**config.mk**
```make
export PLATFORM = sky130hd
export DESIGN_NAME = em_reg
export DESIGN_NICKNAME = d
export VERILOG_FILES = /design/src/rtl/em_reg_pkg.sv /design/src/rtl/em_reg_pipe_field.sv /design/src/rtl/em_reg.sv
export SDC_FILE = /design/constraint.sdc
export NUM_CORES = 1
export LEC_CHECK = 0
export ABC_CLOCK_PERIOD_IN_PS = 810
export CAP_MARGIN = 20
export CORE_UTILIZATION = 35
export DETAILED_ROUTE_END_ITERATION = 8
export GPL_TIMING_DRIVEN = 0
export PLACE_DENSITY = 0.8
export SKIP_LAST_GASP = 1
export SLEW_MARGIN = 10
export SYNTH_ARGS = -nofsm -noshare
export SYNTH_HDL_FRONTEND = slang
export SYNTH_SLANG_ARGS = --single-unit
```
**constraint.sdc**
```tcl
create_clock -name clk -period 0.81 [get_ports clk]
set_input_delay 0.081 -clock clk [delete_from_list [all_inputs] [get_ports clk]]
set_output_delay 0.081 -clock clk [all_outputs]
set_load 0.01 [all_outputs]
```
**src/rtl/em_reg_pkg.sv**
```systemverilog
// Constants shared by the pipeline registers (FD/DE/EM/MW): default data width
// and the value loaded on reset or bubble insertion (all-zero, i.e. a nop).
package em_reg_pkg;

  localparam int          PIPE_DW     = 32;
  localparam logic [31:0] PIPE_BUBBLE = 32'h0000_0000;

endpackage

```
**src/rtl/em_reg_pipe_field.sv**
```systemverilog
// pipe_field: one DW-wide pipeline register field with synchronous reset,
// synchronous clear (bubble) and load enable. Priority: reset > clr > en.
module pipe_field
  import em_reg_pkg::*;
#(
  parameter int DW = PIPE_DW
) (
  input  logic          clk,
  input  logic          reset,
  input  logic          clr,
  input  logic          en,
  input  logic [DW-1:0] d,
  output logic [DW-1:0] q
);

  logic [DW-1:0] q_r;

  // Field register: a held field never samples d, so X on d cannot leak in.
  always_ff @(posedge clk) begin
    if (reset) begin
      q_r <= DW'(PIPE_BUBBLE);
    end else if (clr) begin
      q_r <= DW'(PIPE_BUBBLE);
    end else if (en) begin
      q_r <= d;
    end else begin
      q_r <= q_r;
    end
  end

  assign q = q_r;

endmodule

```
**src/rtl/em_reg.sv**
```systemverilog
// em_reg: EX->MEM pipeline register (pc, instr, extImm, grf_rt, aluResult).
// Optional macro EM_REG_CLR_EN adds a synchronous bubble input clr.
module em_reg
  import em_reg_pkg::*;
#(
  parameter int DW = PIPE_DW
) (
  input  logic          clk,
  input  logic          reset,
  input  logic          halt,
`ifdef EM_REG_CLR_EN
  input  logic          clr,
`endif
  input  logic [DW-1:0] e_pc,
  input  logic [DW-1:0] e_instr,
  input  logic [DW-1:0] e_extImm,
  input  logic [DW-1:0] e_grf_rt,
  input  logic [DW-1:0] e_aluResult,
  output logic [DW-1:0] m_pc,
  output logic [DW-1:0] m_instr,
  output logic [DW-1:0] m_extImm,
  output logic [DW-1:0] m_grf_rt,
  output logic [DW-1:0] m_aluResult
);

  logic clr_s;
  logic en_s;

`ifdef EM_REG_CLR_EN
  assign clr_s = clr;
`else
  assign clr_s = 1'b0;
`endif

  // One shared enable keeps all five fields moving in lockstep.
  assign en_s = ~halt;

  pipe_field #(.DW(DW)) u_pc (
    .clk(clk), .reset(reset), .clr(clr_s), .en(en_s), .d(e_pc), .q(m_pc)
  );

  pipe_field #(.DW(DW)) u_instr (
    .clk(clk), .reset(reset), .clr(clr_s), .en(en_s), .d(e_instr), .q(m_instr)
  );

  pipe_field #(.DW(DW)) u_ext_imm (
    .clk(clk), .reset(reset), .clr(clr_s), .en(en_s), .d(e_extImm), .q(m_extImm)
  );

  pipe_field #(.DW(DW)) u_grf_rt (
    .clk(clk), .reset(reset), .clr(clr_s), .en(en_s), .d(e_grf_rt), .q(m_grf_rt)
  );

  pipe_field #(.DW(DW)) u_alu_result (
    .clk(clk), .reset(reset), .clr(clr_s), .en(en_s), .d(e_aluResult), .q(m_aluResult)
  );

endmodule

```
==> results of run 1 <==
==> metal layers <==
metal  vias up  wire, µm  GRT usage [%]
met5         -         0              0
met4         0       306           6.43
met3        22      2020           9.54
met2       221      8930           36.4
met1      2233      5900           18.8
li1       2402         -              -
==> flip-flops by register name, indices dropped and copies added (netlist names) <==
name	cells
u_instr.q	32
u_pc.q	32
u_ext_imm.q	32
u_alu_result.q	32
u_grf_rt.q	32
==> power groups by stage <==
stage / Combinational [W] / Clock [W] / Sequential (W)
6_report: 0.00332 / 0.00843 / 0.00877
5_1_grt: 0.00356 / 0.00896 / 0.00882
4_1_cts: 0.00331 / 0.00860 / 0.00877
3_5_place_dp: 0.00319 / 0 / 0.00875
3_3_place_gp: 0.00316 / 0 / 0.00873
2_1_floorplan: 0.00103 / 0 / 0.00896
==> layout make-up <==
class                      count  share of cell area, %
clock inverter                12                   1.75
multi-input combinational    320                   21.4
sequential                   160                   33.1
tap                          216                   2.63
clock buffer                  19                   4.21
buffer                        36                   3.00
timing repair buffer         331                   33.9
==> kinds of logic (layout without fill, tap and decap cells) <==
group | count (synthesis) | count (layout)
mux | 160 | 160
flops | 160 | 160
simple gates | 160 | 160
buf+inv | 36 | 398
==> cells in the mapped netlist (all sizes together) <==
library cell  instances  share of area, %
nor2                160                11
mux2i               160                28
buf                  23               4.2
dfxtp               160                56
clkbuf               13              0.86
==> metrics by stage <==
stage	hold slack [ps]	cells	area [µm²]	setup TNS, ps	total power [W]
floorplan	225	516	5710	-2260	0.00999
global placement	473	1052	9180	-60670	0.0119
finish	210	1094	10300	-19020	0.0205
global route	214	1094	10300	-24340	0.0213
detailed placement	483	1052	9180	-62860	0.0119
CTS	197	1090	10200	-22270	0.0207
==> worst max-delay path by stage <==
stage | depth (start not counted) | end | startpoint
2_1_floorplan | 4 | u_ext_imm.q[0]$_SDFFE_PP0N_ | reset
3_3_place_gp | 4 | u_instr.q[24]$_SDFFE_PP0N_ | reset
3_5_place_dp | 4 | u_instr.q[17]$_SDFFE_PP0N_ | reset
4_1_cts | 1 | m_grf_rt[18] | u_grf_rt.q[18]$_SDFFE_PP0N_
5_1_grt | 1 | m_aluResult[7] | u_alu_result.q[7]$_SDFFE_PP0N_
6_report | 1 | m_pc[2] | u_pc.q[2]$_SDFFE_PP0N_
==> repair_timing <==
action                                  in CTS  in global routing
buffers inserted                             7                  5
endpoints found under the hold margin        0                  0
resized for setup                          969                 12
endpoints found under the setup margin     172                212
pin swaps                                    0                  2
==> run metrics, run 1 <==
Comb pwr share=16.2%; status=complete, but fails checks; reg2reg path depth=3; min Tclk post-route=~960 ps; post-synthesis compound-gate area fraction=0%; worst hold path class=in -> reg; layout cells sized above 1=around 44%; Initial Utilization=35.8%; final worst slack=-149 ps; Hold Startpoint=halt; Internal Pwr Total=around 0.016 W; DP Worst Slack=-580 ps; most frequent cells in the layout=buf_6, mux2i_1, nor2_1, clkdlybuf4s50_1, dfxtp_2; # DRC=0; remaining global-route overflow=0; Rel. slew slack=between 60% and 70%; Clock transition at path regs=70 ps; Hold Vio Cnt, Final=0; Min-Delay Path Depth=4; clock skew=0 ps; Least-Margin Pin Slew=roughly 570 ps; Max Freq=~1000 MHz; nets=between 1,000 and 1,500; register area=3400 µm²; antenna violations before repair=0; Max rail drop VDD=~1900 µV; multiplexer area fraction after synthesis=between 20% and 30%; leakage power=around 4.8 nW; Die Span Y=approximately 130 µm; global-route wire length before repair=24,800 µm; Finished Core Util=about two thirds; CP arrival=around 900 ps; Avg Cell Area, Syn=11.0 µm²; syn nets=between 600 and 700; Final Max Slew Viols=0; final setup vio count=161; CTS tree=yes; fill count=between 1,000 and 1,500; die width=between 100 and 150 µm; diodes inserted=0; CTS Sinks=160; TritonRoute pass-1 iters=4; clock power share=41.1%; largest net degree at the start of global routing=17; net switching power=0.00479 W; failing checks=setup timing; standard-cell rows=46; post-synthesis simple-gate area fraction=10.5%; YS warnings=0; sequential power share=a little over two fifths; Area Growth Syn to Fin=80.8%; Port Buffers=320; CTS Buf Count=17; Iter 0 DRT Violations=150; Core Box Area=approximately 16,000 µm²; GPL Wtd Cong=around 0.74; worst path cell trace=buf_6; Synth cell types=8; Post-Synth Adder-Cell Area=0%; final worst path period share=118%; Switching Share=a little under a quarter; commonest non-fill, non-tap cell in the layout=buf_6; routed vias=about 4,900; Ports=between 300 and 400; post-synthesis xor/xnor area fraction=0%; worst skew pair latency=around 410 ps; synthesized area=approximately 5700 µm²; CP Data Required Time=between 700 and 800 ps; top cell family by delay on the critical path=flip-flops; max-cap violations=0; post-route ant nets=0; Max stage delay on crit path=roughly 360 ps; RSZ-0062 raised after global routing=yes; wire length per cell after detailed routing=15.7 µm; Max Root-Sink Buffers=2; Max stage delay cell, worst path=dfxtp_2; Crit Path Class=reg -> out; pwr/cell area=between 1500 and 2000 nW/µm²; CP bufs+invs=1; die area=about 17,000 µm²; flop-to-flop setup slack=0 ps; Synth Instances=between 500 and 600; worst reg2reg startpoint=u_grf_rt.q[24]$_SDFFE_PP0N_; crit-path max FO=2; multi-input logic area=between 2000 and 2500 µm²; Worst Setup Start Kind=flip-flop; post-synthesis sequential area ratio=56.3%; final wirelength=17,200 µm; # hold bufs at CTS=0; drt via density=approximately 4.5; Seq cells post-synth=160; CTS root buffer=clkbuf_16; detailed placement HPWL=12,500 µm; vias in the first global route=about 4,900; H-tree depth=4; GRT Total Usage=about a fifth; worst r2r dst=u_grf_rt.q[24]$_SDFFE_PP0N_; crit path capture type=output port; largest family of logic cells by synthesized area=multiplexers; hold endpoint=u_alu_result.q[19]$_SDFFE_PP0N_
(Power assumes the default switching activity.)
==> run 2, diff against run 1 <==
- CORE_UTILIZATION: 35 -> 30
- SLEW_MARGIN: 10 -> 0
==> run 2 against run 1 <==
Net effect: the flow still finishes with violations (setup timing); sequential power barely moved; combinational power barely moved; worst setup slack got worse by 13 ps; sequential share of layout area barely moved; total power fell by 0.22%; die area rose by 16%; count of clock-buffer cells in the layout did not move; cell count rose by 1.6%; core utilization fell by 9.5 points; register-to-register slack improved by 60 ps; largest power group unchanged.
==> run metrics, run 2 (synthesized netlist as in run 1, its figures left out) <==
status=complete, but fails checks; failing checks=setup timing; CP arrival=890 ps (about the same); Internal Pwr Total=0.0155 W (-1.2%); crit path capture type=output port; final worst slack=-162 ps (-12.6 ps); placed cell areas=9200 µm² (+0.25%); CP Data Required Time=730 ps (about the same); remaining global-route overflow=0 (unchanged); Switching Share=24.2% (+0.79 points); Area Growth Syn to Fin=80.9% (about the same); standard-cell rows=50 (+8.7%); worst hold path class=in -> reg; commonest non-fill, non-tap cell in the layout=buf_6; antenna violations before repair=0 (unchanged); Levels on crit path=1 (unchanged); worst skew pair latency=410 ps (about the same); vias in the first global route=4,969 (+1.9%); diodes inserted=0 (unchanged); Iter 0 DRT Violations=97 (-35%); CTS root buffer=clkbuf_16; wire length per cell after detailed routing=15.4 µm (-1.7%); worst r2r dst=u_alu_result.q[20]$_SDFFE_PP0N_; layout cells sized above 1=44.5% (+0.051 points); launch point of the worst path=u_alu_result.q[2]$_SDFFE_PP0N_; TritonRoute pass-1 iters=4 (unchanged); Port Buffers=320 (unchanged); largest net degree at the start of global routing=17 (unchanged); drt via density=4.37 (-2.1%); H-tree depth=4 (unchanged); CP bufs+invs=1 (unchanged); sequential power share=42.8% (about the same); post-route cell area=10,300 µm² (about the same); pwr/cell area=1990 nW/µm² (-0.32%); Final Max Slew Viols=0 (unchanged); max-cap violations=0 (unchanged); Hold Vio Cnt, Final=0 (unchanged); global-route wire length before repair=26,300 µm (+6.0%); register area=3410 µm² (+0.15%); Max stage delay cell, worst path=dfxtp_4; clock power share=41.1% (about the same); Clock transition at path regs=70 ps (about the same); Max rail drop VDD=1310 µV (-30%); multi-input logic area=2200 µm² (unchanged); final worst path period share=120% (+1.6 points); most frequent cells in the layout=buf_6, mux2i_1, nor2_1, clkdlybuf4s50_1, dfxtp_2; worst path cell trace=buf_6; post-route ant nets=0 (unchanged); Max stage delay on crit path=360 ps (about the same); GRT Total Usage=17.5% (-2.1 points); final wirelength=17,100 µm (-0.16%); min Tclk post-route=972 ps (+12.6 ps); Die Span Y=140 µm (+7.9%); crit-path max FO=2 (unchanged); reg2reg path depth=3 (unchanged); Final Total Pwr=0.0205 W (-0.22%); top cell family by delay on the critical path=flip-flops; Comb pwr share=16.1% (about the same); fill count=1,555 (+27%); Ports=323 (unchanged); Least-Margin Pin Slew=471 ps (-98.2 ps); CTS Buf Count=17 (unchanged); Initial Utilization=30.5% (-5.3 points); # DRC=0 (unchanged); end point of the critical path=m_aluResult[2]; Core Box Area=18,600 µm² (+17%); Worst Setup Start Kind=flip-flop; flop-to-flop setup slack=60 ps (+60 ps); detailed placement HPWL=12,800 µm (+2.2%); die width=140 µm (+7.9%); die area=19,500 µm² (+16%); worst reg2reg startpoint=u_alu_result.q[20]$_SDFFE_PP0N_; Crit Path Class=reg -> out; leakage power=4.73 nW (-0.49%); DP Worst Slack=-523 ps (+57.8 ps); routed vias=4,852 (-0.53%); Max Freq=1030 MHz (-1.3%); Max Root-Sink Buffers=2 (unchanged); GPL Wtd Cong=0.748 (+1.3%); final setup vio count=160 (-0.62%); net switching power=0.00495 W (+3.1%); final setup TNS=-19,710 ps (-687 ps); nets=1,027 (-0.19%); CTS Sinks=160 (unchanged); Rel. slew slack=68.6% (+6.5 points); CTS tree=yes; RSZ-0062 raised after global routing=yes; clock skew=0 ps (unchanged)
run 2: cell types whose count changed in the layout (fill, tap and decap cells not counted), sizes merged:
cell,change
clkinv,-2
bufinv,-1
clkinvlp,+4
buf,-2
run 2: layer usage:
| layer | GRT usage (%) | vias up | wire (µm) |
|---|---|---|---|
| met2 | 30.8 | 218 | 8550 |
| met3 | 7.71 | 15 | 1640 |
| met4 | 6.13 | 0 | 240 |
| li1 | - | 2395 | - |
| met5 | 0 | - | 0 |
| met1 | 18.4 | 2224 | 6700 |
run 2: worst min path at each step:
stage                                                from                         endpoint  slack [ps]  cells past startpoint
after floorplan                            e_aluResult[0]   u_alu_result.q[0]$_SDFFE_PP0N_         220                      2
after global placement    u_alu_result.q[26]$_SDFFE_PP0N_  u_alu_result.q[26]$_SDFFE_PP0N_         470                      2
after detailed placement      u_ext_imm.q[3]$_SDFFE_PP0N_      u_ext_imm.q[3]$_SDFFE_PP0N_         480                      2
after CTS                                            halt          u_pc.q[28]$_SDFFE_PP0N_         200                      4
after global routing                                 halt          u_pc.q[28]$_SDFFE_PP0N_         210                      4
final                                                halt  u_alu_result.q[27]$_SDFFE_PP0N_         220                      4
run 2: through the flow:
step | hold WS (ps) | utilization [%] | std cells
after floorplan | 225 | - | 516
after global placement | 472 | 49.4 | 1070
after detailed placement | 483 | 49.4 | 1070
after CTS | 199 | 55.1 | 1107
after global routing | 206 | 55.3 | 1111
final | 215 | 55.3 | 1111
run 2: cell type report:
cell class | instances | area share, %
buffer | 36 | 3.00
sequential | 160 | 33.1
timing repair buffer | 329 | 33.7
multi-input combinational | 320 | 21.4
tap | 234 | 2.84
clock buffer | 19 | 4.30
clock inverter | 13 | 1.70
run 2: power by group through the flow:
stage / sequential [W] / clock (W) / combinational, W
floorplan: 0.00896 / 0 / 0.00103
global placement: 0.00873 / 0 / 0.00317
detailed placement: 0.00876 / 0 / 0.00320
CTS: 0.00876 / 0.00869 / 0.00331
global route: 0.00882 / 0.00904 / 0.00354
finish: 0.00876 / 0.00841 / 0.00329
run 2: timing repair:
item | 4_1_cts | 5_1_grt
hold buffers | 0 | 0
setup buffers | 5 | 4
endpoints found under the setup margin | 215 | 170
resized for setup | 971 | 3
